### config.mk
export PLATFORM = sky130hd
export DESIGN_NAME = uart_rx_deframer_flat
export DESIGN_NICKNAME = d
export VERILOG_FILES = /design/src/rtl/uart_rx_deframer_pkg.sv /design/src/rtl/uart_rx_deframer_if.sv /design/src/rtl/uart_rx_deframer_sync_2ff.sv /design/src/rtl/uart_rx_deframer.sv /design/src/flat_wrapper.sv
export SDC_FILE = /design/constraint.sdc
export NUM_CORES = 1
export LEC_CHECK = 0
export ABC_AREA = 1
export CAP_MARGIN = 10
export CORE_MARGIN = 3
export CORE_UTILIZATION = 45
export CTS_CLUSTER_SIZE = 14
export DETAILED_ROUTE_END_ITERATION = 8
export HOLD_SLACK_MARGIN = 0.08
export PLACE_DENSITY = 0.65
export SYNTH_ARGS = -nofsm -noshare
export SYNTH_HDL_FRONTEND = slang
export SYNTH_SLANG_ARGS = --single-unit
export TNS_END_PERCENT = 5
### constraint.sdc
create_clock -name clk -period 2 [get_ports clk]
set_input_delay 0.4 -clock clk [delete_from_list [all_inputs] [get_ports clk]]
set_output_delay 0.4 -clock clk [all_outputs]
set_load 0.01 [all_outputs]
### src/rtl/uart_rx_deframer_pkg.sv
// uart_rx_deframer_pkg: shared FSM state type and clock/baud constants for the UART receiver
package uart_rx_deframer_pkg;
  typedef enum logic [2:0] {IDLE, START, DATA, PARITY, STOP} rx_state_e;
  localparam int unsigned CLK_HZ = 50_000_000;
  localparam int unsigned BAUD_SET [5] = '{9600, 19200, 38400, 57600, 115200};
  function automatic int unsigned tick_div(input int unsigned baud, input int unsigned os);
    return CLK_HZ / (baud * os);
  endfunction
endpackage

### src/rtl/uart_rx_deframer_if.sv
// uart_rx_deframer_if: received-byte valid/ready bus with error and overrun flags
interface uart_rx_deframer_if #(parameter int DATA_BITS = 8) ();
  logic [DATA_BITS-1:0] data;
  logic valid;
  logic ready;
  logic frame_err;
  logic parity_err;
  logic overrun;
  modport master (output data, valid, frame_err, parity_err, overrun, input ready);
  modport slave (input data, valid, frame_err, parity_err, overrun, output ready);
endinterface

### src/rtl/uart_rx_deframer_sync_2ff.sv
// sync_2ff: two-flop synchroniser for asynchronous inputs with configurable reset value
module sync_2ff #(
  parameter int WIDTH = 1,
  parameter logic [WIDTH-1:0] RST_VAL = '1
) (
  input  logic clk,
  input  logic rst_n,
  input  logic [WIDTH-1:0] d,
  output logic [WIDTH-1:0] q
);
  logic [WIDTH-1:0] meta;
  // Two-stage capture of the asynchronous input
  always_ff @(posedge clk or negedge rst_n)
    if (!rst_n) {q, meta} <= {RST_VAL, RST_VAL};
    else {q, meta} <= {meta, d};
endmodule

### src/rtl/uart_rx_deframer.sv
// uart_rx_deframer: oversampled UART receive deframer presenting bytes on a valid/ready bus
module uart_rx_deframer
  import uart_rx_deframer_pkg::*;
#(
  parameter int DATA_BITS = 8,
  parameter bit PARITY_EN = 1'b0,
  parameter bit PARITY_ODD = 1'b0,
  parameter int OVERSAMPLE = 16
) (
  input  logic clk,
  input  logic rst_n,
  input  logic rx_tick,
  input  logic rx,
  output logic busy,
  uart_rx_deframer_if.master bus
);
  localparam int TW = $clog2(OVERSAMPLE);
  localparam int BW = $clog2(DATA_BITS);
  localparam logic [TW-1:0] HALF = TW'(OVERSAMPLE / 2 - 1);
  localparam logic [TW-1:0] LAST = TW'(OVERSAMPLE - 1);
  localparam logic [BW-1:0] BIT_LAST = BW'(DATA_BITS - 1);
  rx_state_e state, state_nx;
  logic [TW-1:0] tick_cnt, tick_nx;
  logic [BW-1:0] bit_cnt, bit_nx;
  logic [DATA_BITS-1:0] shreg, data_q;
  logic rx_s, armed, armed_nx, shift, par_sample, done, par_err;
  logic valid_q, ferr_q, perr_q, ovr_q;
  sync_2ff #(.WIDTH(1), .RST_VAL(1'b1)) u_sync (.clk(clk), .rst_n(rst_n), .d(rx), .q(rx_s));
  // FSM and counter registers; armed blocks re-triggering on a held-low (break) line
  always_ff @(posedge clk or negedge rst_n)
    if (!rst_n) begin
      state <= IDLE;
      tick_cnt <= '0;
      bit_cnt <= '0;
      armed <= 1'b1;
    end else begin
      state <= state_nx;
      tick_cnt <= tick_nx;
      bit_cnt <= bit_nx;
      armed <= armed_nx;
    end
  // Next-state and sampling strobes; nothing moves without a tick
  always_comb begin
    state_nx = state;
    tick_nx = tick_cnt;
    bit_nx = bit_cnt;
    armed_nx = armed;
    shift = 1'b0;
    par_sample = 1'b0;
    done = 1'b0;
    if (rx_tick) begin
      tick_nx = tick_cnt + 1'b1;
      case (state)
        IDLE: begin
          tick_nx = '0;
          armed_nx = armed | rx_s;
          state_nx = (armed && !rx_s) ? START : IDLE;
        end
        START: if (tick_cnt == HALF) begin
          tick_nx = '0;
          bit_nx = '0;
          state_nx = rx_s ? IDLE : DATA;
        end
        DATA: if (tick_cnt == LAST) begin
          tick_nx = '0;
          shift = 1'b1;
          bit_nx = (bit_cnt == BIT_LAST) ? '0 : bit_cnt + 1'b1;
          state_nx = (bit_cnt != BIT_LAST) ? DATA : PARITY_EN ? PARITY : STOP;
        end
        PARITY: if (tick_cnt == LAST) begin
          tick_nx = '0;
          par_sample = 1'b1;
          state_nx = STOP;
        end
        STOP: if (tick_cnt == LAST) begin
          tick_nx = '0;
          done = 1'b1;
          armed_nx = rx_s;
          state_nx = IDLE;
        end
        default: state_nx = IDLE;
      endcase
    end
  end
  // Shift register, parity capture and output holding register with sticky overrun
  always_ff @(posedge clk or negedge rst_n)
    if (!rst_n) begin
      shreg <= '0;
      par_err <= 1'b0;
      data_q <= '0;
      valid_q <= 1'b0;
      ferr_q <= 1'b0;
      perr_q <= 1'b0;
      ovr_q <= 1'b0;
    end else begin
      if (shift) shreg <= {rx_s, shreg[DATA_BITS-1:1]};
      if (par_sample) par_err <= rx_s ^ (^shreg) ^ PARITY_ODD;
      if (valid_q && bus.ready) valid_q <= 1'b0;
      if (done && (!valid_q || bus.ready)) begin
        data_q <= shreg;
        ferr_q <= ~rx_s;
        perr_q <= par_err;
        valid_q <= 1'b1;
      end
      if (done && valid_q && !bus.ready) ovr_q <= 1'b1;
    end
  assign busy = state != IDLE;
  assign bus.data = data_q;
  assign bus.valid = valid_q;
  assign bus.frame_err = ferr_q;
  assign bus.parity_err = perr_q;
  assign bus.overrun = ovr_q;
endmodule

### src/flat_wrapper.sv
// flat-port wrapper written by rule: the top's interface ports become plain ports
module uart_rx_deframer_flat import uart_rx_deframer_pkg::*;
#(
  parameter int DATA_BITS = 8,
  parameter bit PARITY_EN = 1'b0,
  parameter bit PARITY_ODD = 1'b0,
  parameter int OVERSAMPLE = 16
)
  (clk, rst_n, rx_tick, rx, busy, bus_data, bus_valid, bus_frame_err, bus_parity_err, bus_overrun, bus_ready);
  uart_rx_deframer_if #(.DATA_BITS(DATA_BITS)) bus_i ();
  input  logic clk;
  input  logic rst_n;
  input  logic rx_tick;
  input  logic rx;
  output logic busy;
  output wire logic [$bits(bus_i.data)-1:0] bus_data;
  output wire logic [$bits(bus_i.valid)-1:0] bus_valid;
  output wire logic [$bits(bus_i.frame_err)-1:0] bus_frame_err;
  output wire logic [$bits(bus_i.parity_err)-1:0] bus_parity_err;
  output wire logic [$bits(bus_i.overrun)-1:0] bus_overrun;
  input wire logic [$bits(bus_i.ready)-1:0] bus_ready;
  assign bus_data = bus_i.data;
  assign bus_valid = bus_i.valid;
  assign bus_frame_err = bus_i.frame_err;
  assign bus_parity_err = bus_i.parity_err;
  assign bus_overrun = bus_i.overrun;
  assign bus_i.ready = bus_ready;
  uart_rx_deframer #(.DATA_BITS(DATA_BITS), .PARITY_EN(PARITY_EN), .PARITY_ODD(PARITY_ODD), .OVERSAMPLE(OVERSAMPLE)) u_core (.clk(clk), .rst_n(rst_n), .rx_tick(rx_tick), .rx(rx), .busy(busy), .bus(bus_i));
endmodule
# Word-level counts from Yosys, hierarchy flattened
# Index checks and enable logic that the tools add are counted.
# totals
input_bits	5
out_inout_bits	13
wordCells	75
regBits	34
# classes
add_sub_neg	2
reduce_logical	19
eq_ne	12
n_mux	26
bitwise	3
# op_table
cell	count
$mux 3	8
$pmux 3 s5	1
$pmux 4 s3	1
$mux 1	11
$mux 4	2
$ne 2x1->1 const B	4
$reduce_xor 8->1	1
$eq 3x2->1 const B	2
$eq 3x3->1 const B	2
$pmux 3 s2	1
$reduce_bool 2->1	3
$logic_and 1x1->1	5
$reduce_and 5->1	1
$add 4x1->4 const B	1
$eq 4x3->1 const B	1
$eq 4x4->1 const B	1
$reduce_and 4->1	1
$add 3x1->3 const B	1
$eq 3x1->1 const B	1
$logic_not 1->1	3
$logic_not 3->1	1
$ne 3x3->1 const B	1
$reduce_and 3->1	1
$reduce_bool 3->1	1
7 further kinds	7

# Depth between registers and ports, before layout
# depth
word_depth	6
mapped_depth	11
mapped_depth_nobuf	11

# Hierarchy
# A second synthesis with hierarchy kept.
# hier_totals
cells_unflattened	196
hier_area_um2	1652.8
# modules_own_cells
mod	cells_per_inst	area_per_inst_um2	seq_area_each_um2	n_inst
uart_rx_deframer	194	1600.3	802.0	1
sync_2ff	2	52.6	52.6	1

# Least setup slack after synthesis
# No wires, ideal clock.
# synth_path
path_type	reg2reg
startpoint	register u_core.tick_cnt[0]
endpoint	register u_core.data_q[0] (netlist: u_core.bus.data[0])
slack_ns	0.577
path_stages_with_launch	8
arrival_ns	1.306
path_buffers	1
period_less_slack_ns	1.423
setup_time_ns	0.117
required_ns	1.883
cell_sequence	dfrtp_1 -> ha_1 -> nand3_2 -> nor3_4 -> nand2_4 -> buf_6 -> nand2_1 -> nand2_1
# synth_between
elab_chain_len	5
# synth_lines
item	line	source
start, declared	uart_rx_deframer.sv:23	logic [TW-1:0] tick_cnt, tick_nx;
start signal, assigned	uart_rx_deframer.sv:38	tick_cnt <= tick_nx;
$eq 4x4->1	uart_rx_deframer.sv:75	STOP: if (tick_cnt == LAST) begin
$mux 1	uart_rx_deframer.sv:75	
$mux 1	uart_rx_deframer.sv:53	case (state)
$mux 1	uart_rx_deframer.sv:51	if (rx_tick) begin
$logic_and 1x1->1	uart_rx_deframer.sv:99	if (done && (!valid_q || bus.ready)) begin
end signal, assigned	uart_rx_deframer.sv:100	data_q <= shreg;
end, declared	uart_rx_deframer.sv:25	logic [DATA_BITS-1:0] shreg, data_q;
# No other way between the ends.
# A chain may end at the register's enable or synchronous reset.

# Worst setup path after layout
# layout_path
startpoint	register u_core.state[1]
endpoint	output busy
# layout_between
elab_chain_len	1
# layout_lines
item	line	source
start, declared	uart_rx_deframer.sv:22	rx_state_e state, state_nx;
start signal, assigned	uart_rx_deframer.sv:37	state <= state_nx;
$reduce_bool 3->1	uart_rx_deframer.sv:107	assign busy = state != IDLE;
end, declared	flat_wrapper.sv:15	output logic busy;
# No other way between the ends.

==> results_dict.tcl <==
set metrics [dict create \
    wl_per_cell_um 11.4 \
    ant_nets 0 \
    yosysSeqAreaShare_pct 52.5 \
    p_per_area_nw_per_um2 967 \
    tns_ps 0 \
    final_common_cell "nand2_1" \
    dpl_worst_slack_ps 199 \
    rows 21 \
    path_clk_slew_ps 100 \
    drive_above_1_share_pct 14.4 \
    hp-class "reg2reg" \
    max-vdd-ir-drop_uv 548 \
    critical_path_class "reg2out" \
    grt_usage_pct 16.1 \
    layout.area.seq_um2 856 \
    antenna_found_initial 0 \
    crit_fanout 4 \
    nets 216 \
    fin_cells 255 \
    met3_length_um 158 \
    final_util_pct 56.2 \
    path_cells "nor2_4 > nand2_1 > dlymetal6s2s_1" \
    path_buf_inv 1 \
    met1_length_um 1320 \
    cp-end-kind "output port" \
    p_switching_mw 0.600 \
    routed_wl_um 2910 \
    pwr-share-comb_pct 24.6 \
    drt-pass1-iter-count 4 \
    cts_tree "done" \
    grt_pass1_vias 1249 \
    synthToLayoutAreaGrowth_pct 18.0 \
    cpMaxStageDelayCell "dfrtp_1" \
    maxUsedRoutingLayer "met4" \
    clk_path_buf_depth 2 \
    power_frac_seq_pct 49.2 \
    core-area_um2 3420 \
    synth_xor_area_share_pct 1.08 \
    fmax_mhz 604 \
    cts_root_buf "clkbuf_4" \
    layout_min_cycle_time_ps 1660 \
    p_clk_share_pct 26.1 \
    pin_count 18 \
    period_share_pct 82.8 \
    grt_max_degree 35 \
    cp_slowest_stage_delay_ps 450 \
    muxShareOfSynthArea_pct 0.615 \
    worst_setup_path_start_kind "register" \
    grt_pass1_wl_um 5310 \
    vias_per_cell 4.95 \
    crit_arrival_ps 1260 \
    worst_ep_required_time_ps 1600 \
    hold_buffers 0 \
    rsz0062_at_grt "false" \
    worst_pin_slew_ps 423 \
    clk_latency_ps 330 \
    p_leak_nw 0.936 \
    htreeDepth 2 \
    ys_ff_latch 34 \
    drt_iter0_drc 84 \
    finalHoldViolCount 0 \
    grt-ovfl-total 0 \
    skew_ps 14.2 \
    start_util_pct 47.6 \
    die_w_um 66.1 \
    drv_slew 0 \
    synth_adder_area_share_pct 2.31 \
    yosys.area_share.simple_pct 25.5 \
    gp_routability_congestion 0.876 \
    io_buffers 17 \
    antennaDiodeCount 0 \
    die_y_um 66.1 \
    intPower_mw 1.26 \
    die_area_um2 4370 \
    synth_top_family_by_area "simple AND/OR/NAND/NOR gates" \
    final_cell_mix "nand2_1, dfrtp_1, inv_1, clkdlybuf4s50_1" \
    finalWorstSetupSlack_ps 345 \
    syn_area_um2 1630 \
    slew-limit-headroom_pct 71.8 \
    clkSinkCount 34 \
    setup_violations 0 \
    sw_frac_of_total_pct 32.3 \
    cts_made_buffers 5 \
    dp_cells 247 \
    multi_input_area_um2 661 \
    dr_wl_met2_um 1380 \
    synth_nets 193 \
    holdWs_ps 359 \
    syn_avg_cell_area_um2 8.79 \
    maxCapViolations 0 \
    synth_compound_area_share_pct 10.8 \
    hpwl_um 2090 \
    drc 0 \
    synth_cells 185 \
    ys_types 26 \
    crit_family "flip-flops" \
    outcome "completed" \
    vias 1261 \
    ys_warn_count 0 \
    n_fill_cell 316 \
]
[kinds of logic after synthesis]
| family | after synthesis |
|---|---|
| DFF | 34 |
| AOI/OAI and AO/OA | 28 |
| adders and majority gates | 3 |
| muxes | 1 |
| buffers and inverters | 25 |
| and+or+nand+nor | 92 |
| xor gates and xnor gates | 2 |
[synthesized netlist by cell type (all sizes together)]
cell	count	area, um^2
o21bai	2	15.0
nand3	13	70.1
inv	22	82.6
xor2	1	8.76
nor2	9	38.8
xnor2	1	8.76
o21ai	21	135
ha	3	37.5
mux2i	1	10.0
or2	1	6.26
nor3	2	21.3
nand4	4	25.0
dfrtp	31	776
a21oi	5	25.0
buf	3	33.8
dfstp	3	78.8
nand2	62	248
nor4	1	6.26
[state kept, by name, indices dropped and copies added, names as in the netlist]
| name | count |
|---|---|
| u_core.bit_cnt | 3 |
| u_core.bus.parity_err | 1 |
| u_core.state | 3 |
| u_core.armed | 1 |
| u_core.bus.data | 8 |
| u_core.bus.frame_err | 1 |
| u_core.shreg | 8 |
| u_core.bus.valid | 1 |
| u_core.u_sync.meta | 1 |
| u_core.par_err | 1 |
| u_core.u_sync.q | 1 |
| u_core.tick_cnt | 4 |
| u_core.bus.overrun | 1 |
[routing by layer]
layer / vias up / GRT usage (%)
met4: 0 / 7.61
li1: 646 / -
met2: 23 / 26.9
met1: 588 / 19.3
met3: 4 / 4.08
met5: - / 0
[timing repair]
action | in CTS | in global routing
setup buffers | 0 | 0
setup endpoints to repair | 1 | 1
resized for setup | 1 | 2
[stage by stage]
step / power (mW) / cell area, um^2
final: 1.86 / 1920
after global routing: 2.00 / 1920
after CTS: 1.88 / 1920
after detailed placement: 1.37 / 1840
after global placement: 1.35 / 1840
after floorplan: 1.22 / 1630
[worst paths after layout]
kind,startpoint,endpoint,slack (ps),cells past startpoint
min in group asynchronous,rst_n,u_core.tick_cnt[2]$_DFFE_PN0P_,470,2
max in group asynchronous,rst_n,u_core.u_sync.q$_DFF_PN1_,1180,2
setup reg to reg,u_core.tick_cnt[0]$_DFFE_PN0P_,u_core.bit_cnt[0]$_DFFE_PN0P_,400,7
hold reg to reg,u_core.u_sync.meta$_DFF_PN1_,u_core.u_sync.q$_DFF_PN1_,360,0
hold / removal,u_core.u_sync.meta$_DFF_PN1_,u_core.u_sync.q$_DFF_PN1_,360,0
setup / recovery,u_core.state[1]$_DFFE_PN0P_,busy,340,3
[power by group through the flow]
stage,clock (mW),sequential (mW),combinational (mW)
3_5_place_dp,0,0.915,0.450
3_3_place_gp,0,0.909,0.438
4_1_cts,0.509,0.908,0.458
2_1_floorplan,0,0.897,0.323
6_report,0.485,0.914,0.458
5_1_grt,0.537,0.929,0.532
[final cells by class]
type	instances	share of cell area, %
Sequential cell	34	44.6
Multi-Input combinational cell	126	34.4
Timing Repair Buffer	19	9.78
Inverter	22	4.30
Tap cell	46	3.00
Clock buffer	7	2.35
Clock inverter	1	1.56
Power figures use the tool's default switching activity.
==> patch (config.mk and constraints unchanged) <==
Make the reset (`rst_n`) synchronous in 3 clocked blocks. Comments in the files are not updated.
--- a/src/rtl/uart_rx_deframer_sync_2ff.sv
+++ b/src/rtl/uart_rx_deframer_sync_2ff.sv
@@ -10,7 +10,7 @@
 );
   logic [WIDTH-1:0] meta;
   // Two-stage capture of the asynchronous input
-  always_ff @(posedge clk or negedge rst_n)
+  always_ff @(posedge clk)
     if (!rst_n) {q, meta} <= {RST_VAL, RST_VAL};
     else {q, meta} <= {meta, d};
 endmodule
--- a/src/rtl/uart_rx_deframer.sv
+++ b/src/rtl/uart_rx_deframer.sv
@@ -27,7 +27,7 @@
   logic valid_q, ferr_q, perr_q, ovr_q;
   sync_2ff #(.WIDTH(1), .RST_VAL(1'b1)) u_sync (.clk(clk), .rst_n(rst_n), .d(rx), .q(rx_s));
   // FSM and counter registers; armed blocks re-triggering on a held-low (break) line
-  always_ff @(posedge clk or negedge rst_n)
+  always_ff @(posedge clk)
     if (!rst_n) begin
       state <= IDLE;
       tick_cnt <= '0;
@@ -83,7 +83,7 @@
     end
   end
   // Shift register, parity capture and output holding register with sticky overrun
-  always_ff @(posedge clk or negedge rst_n)
+  always_ff @(posedge clk)
     if (!rst_n) begin
       shreg <= '0;
       par_err <= 1'b0;
Behaviour: differs if rst_n is asserted again (counterexample within 4 cycles, from zero or initial values and one cycle with rst_n low); with rst_n held inactive, the same outputs for 10 cycles.
==> patch against the original RTL <==
Highest routed layer unchanged; cell count up 12%; fmax down 13%; die area down 2.2%; synthesized area down 2.4%; final area down 1.2%; sequential share of layout area down 8.5 points; sequential cell count unchanged; routed wire length up 21%; critical path type unchanged; hold slack better by 0.061 ns; non-clock buffer count up 2; setup slack worse by 0.25 ns.
Power is not compared: it rests on default switching activity, and its combinational part moved more than twofold at a synthesized area within 25%.
==> patch: results <==
metrics = {
    "status": {
        "status": "completed",
    },
    "place": {
        "detailed_place_hpwl_um": 2680,
        "gp_routability_congestion": 0.838,
        "port_buffers": 17,
    },
    "worst_hold_path": {
        "hold_path_end": "u_core.u_sync.q$_SDFF_PN1_",
        "hp-start": "u_core.u_sync.meta$_SDFF_PN1_",
        "holdPathStages": 1,
        "hp-class": "reg -> reg",
    },
    "critical_path": {
        "crit_path_end": "busy",
        "critPathTopFamily": "buffers and inverters",
        "crit_slowest_cell": "clkdlybuf4s50_1",
        "critical_path.startpoint": "u_core.state[1]$_SDFFE_PN0P_",
        "r2r_setup_slack_ns": 0.37,
        "crit_path_max_fanout": 5,
        "timing.reg2reg.worst_path_depth": 8,
        "critical-path-max-stage-delay_ns": 0.56,
        "origin_of_the_critical_flop_to_flop_path": "u_core.tick_cnt[1]$_SDFFE_PN0P_",
        "cp_data_arrival_time_ns": 1.50,
        "critical_path.reg2reg.endpoint": "u_core.bus.data[2]$_SDFFE_PN0P_",
    },
    "global_routing": {
        "first_global_vias": 1445,
        "grt_util_met2_pct": 29.2,
        "grt_remaining_overflow": 0,
        "grt_first_pass_wirelength_um": 6210,
        "grt_usage_pct": 18.4,
        "pin_count_of_the_biggest_net_entering_global_routing": 17,
        "gr-usage-met3_pct": 4.44,
        "grt_util_met1_pct": 25.1,
        "antenna_found_initial": 0,
    },
    "clock_network": {
        "post_cts_resize_count": 0,
        "clk_root_buffer_cell": "clkbuf_4",
        "clockBufferDepth": 2,
        "post_cts_buffers": 0,
        "cts.htree.levels": 2,
        "clkSlewWorstSetupHoldPaths_ns": 0.10,
        "number_of_buffers_created_by_cts": 5,
    },
    "pwr": {
        "net_switching_power_uw": 254,
        "vdd.ir_drop.worst_mv": 0.354,
        "p_leak_nw": 0.791,
    },
    "drt": {
        "first_pass_iters": 4,
        "via_count": 1446,
        "wl_met3_um": 154,
        "routed-wl-met2_um": 1550,
        "drt_iter0_drc": 57,
        "wire_length_on_met1_um": 1790,
        "drt-total-wl_um": 3520,
        "route.top_layer_used": "met4",
    },
    "yosys": {
        "top_post_synthesis_cells_by_area": "dfxtp_1, nand2_1, a21oi_1",
        "synth.net_count": 227,
        "yosys_warnings": 0,
        "post-synth-top-count-cell": "nand2_1",
        "synth.yosys.seq_area_share_pct": 42.9,
        "netlist-cell-type-count": 26,
        "yosys-top-cells-count": "nand2_1, dfxtp_1, a21oi_1",
        "synth-async-reset-ratio_pct": 0,
    },
    "final_layout": {
        "nNetsFinal": 249,
        "fillers": 329,
        "post_route_cells_drive_above_1_share_pct": 12.4,
    },
    "sta": {
        "max_clock_skew_ns": 0.00924,
        "worst_slew_pin_slew_ns": 0.425,
    },
}
## patch: changes by cell type after synthesis, moves of 3 or more
cell      delta
dfstp_2      -3
o21ai_2      -7
clkbuf_1     +4
inv_2        +3
dfrtp_1     -31
nand2_1      -4
nand3_1      +9
dfxtp_1     +34
nor2_1      +10
nand4_1      -3
a21oi_1     +22
o21ai_0      -4
## patch: power by group through the flow
| stage | Sequential (mW) | Combinational, mW | Clock (mW) |
|---|---|---|---|
| 2_1_floorplan | 0.700 | 0.0303 | 0 |
| 3_3_place_gp | 0.700 | 0.0512 | 0 |
| 3_5_place_dp | 0.701 | 0.0529 | 0 |
| 4_1_cts | 0.685 | 0.0531 | 0.525 |
| 5_1_grt | 0.686 | 0.0602 | 0.543 |
| 6_report | 0.685 | 0.0530 | 0.510 |
## patch: cell families (layout without fill, tap and decap cells)
family / after synthesis / count (layout) / synth area share, %
and+or+nand+nor: 107 / 107 / 31.3
AOI/OAI and AO/OA: 43 / 43 / 14.3
DFF: 34 / 34 / 42.9
buffers and inverters: 30 / 52 / 8.04
adders and majority gates: 3 / 3 / 2.36
xor gates and xnor gates: 2 / 2 / 1.10
## patch: stage by stage
stage          instances  area (um2)  hold slack [ns]  setup WS, ns  total power [mW]
3_3_place_gp         278        1810            0.397         0.152             0.752
4_1_cts              285        1890            0.423        0.0186              1.26
6_report             285        1900            0.421        0.0975              1.25
5_1_grt              285        1900            0.442        0.0550              1.29
3_5_place_dp         278        1810            0.398         0.121             0.754
2_1_floorplan        219        1590            0.393         0.673             0.730
## patch: layout make-up
type,count,share of cell area [%]
Clock buffer,6,2.71
Clock inverter,1,1.58
Inverter,24,4.75
Multi-Input combinational cell,155,41.4
Sequential cell,34,36.1
Tap cell,44,2.90
Timing Repair Buffer,21,10.6
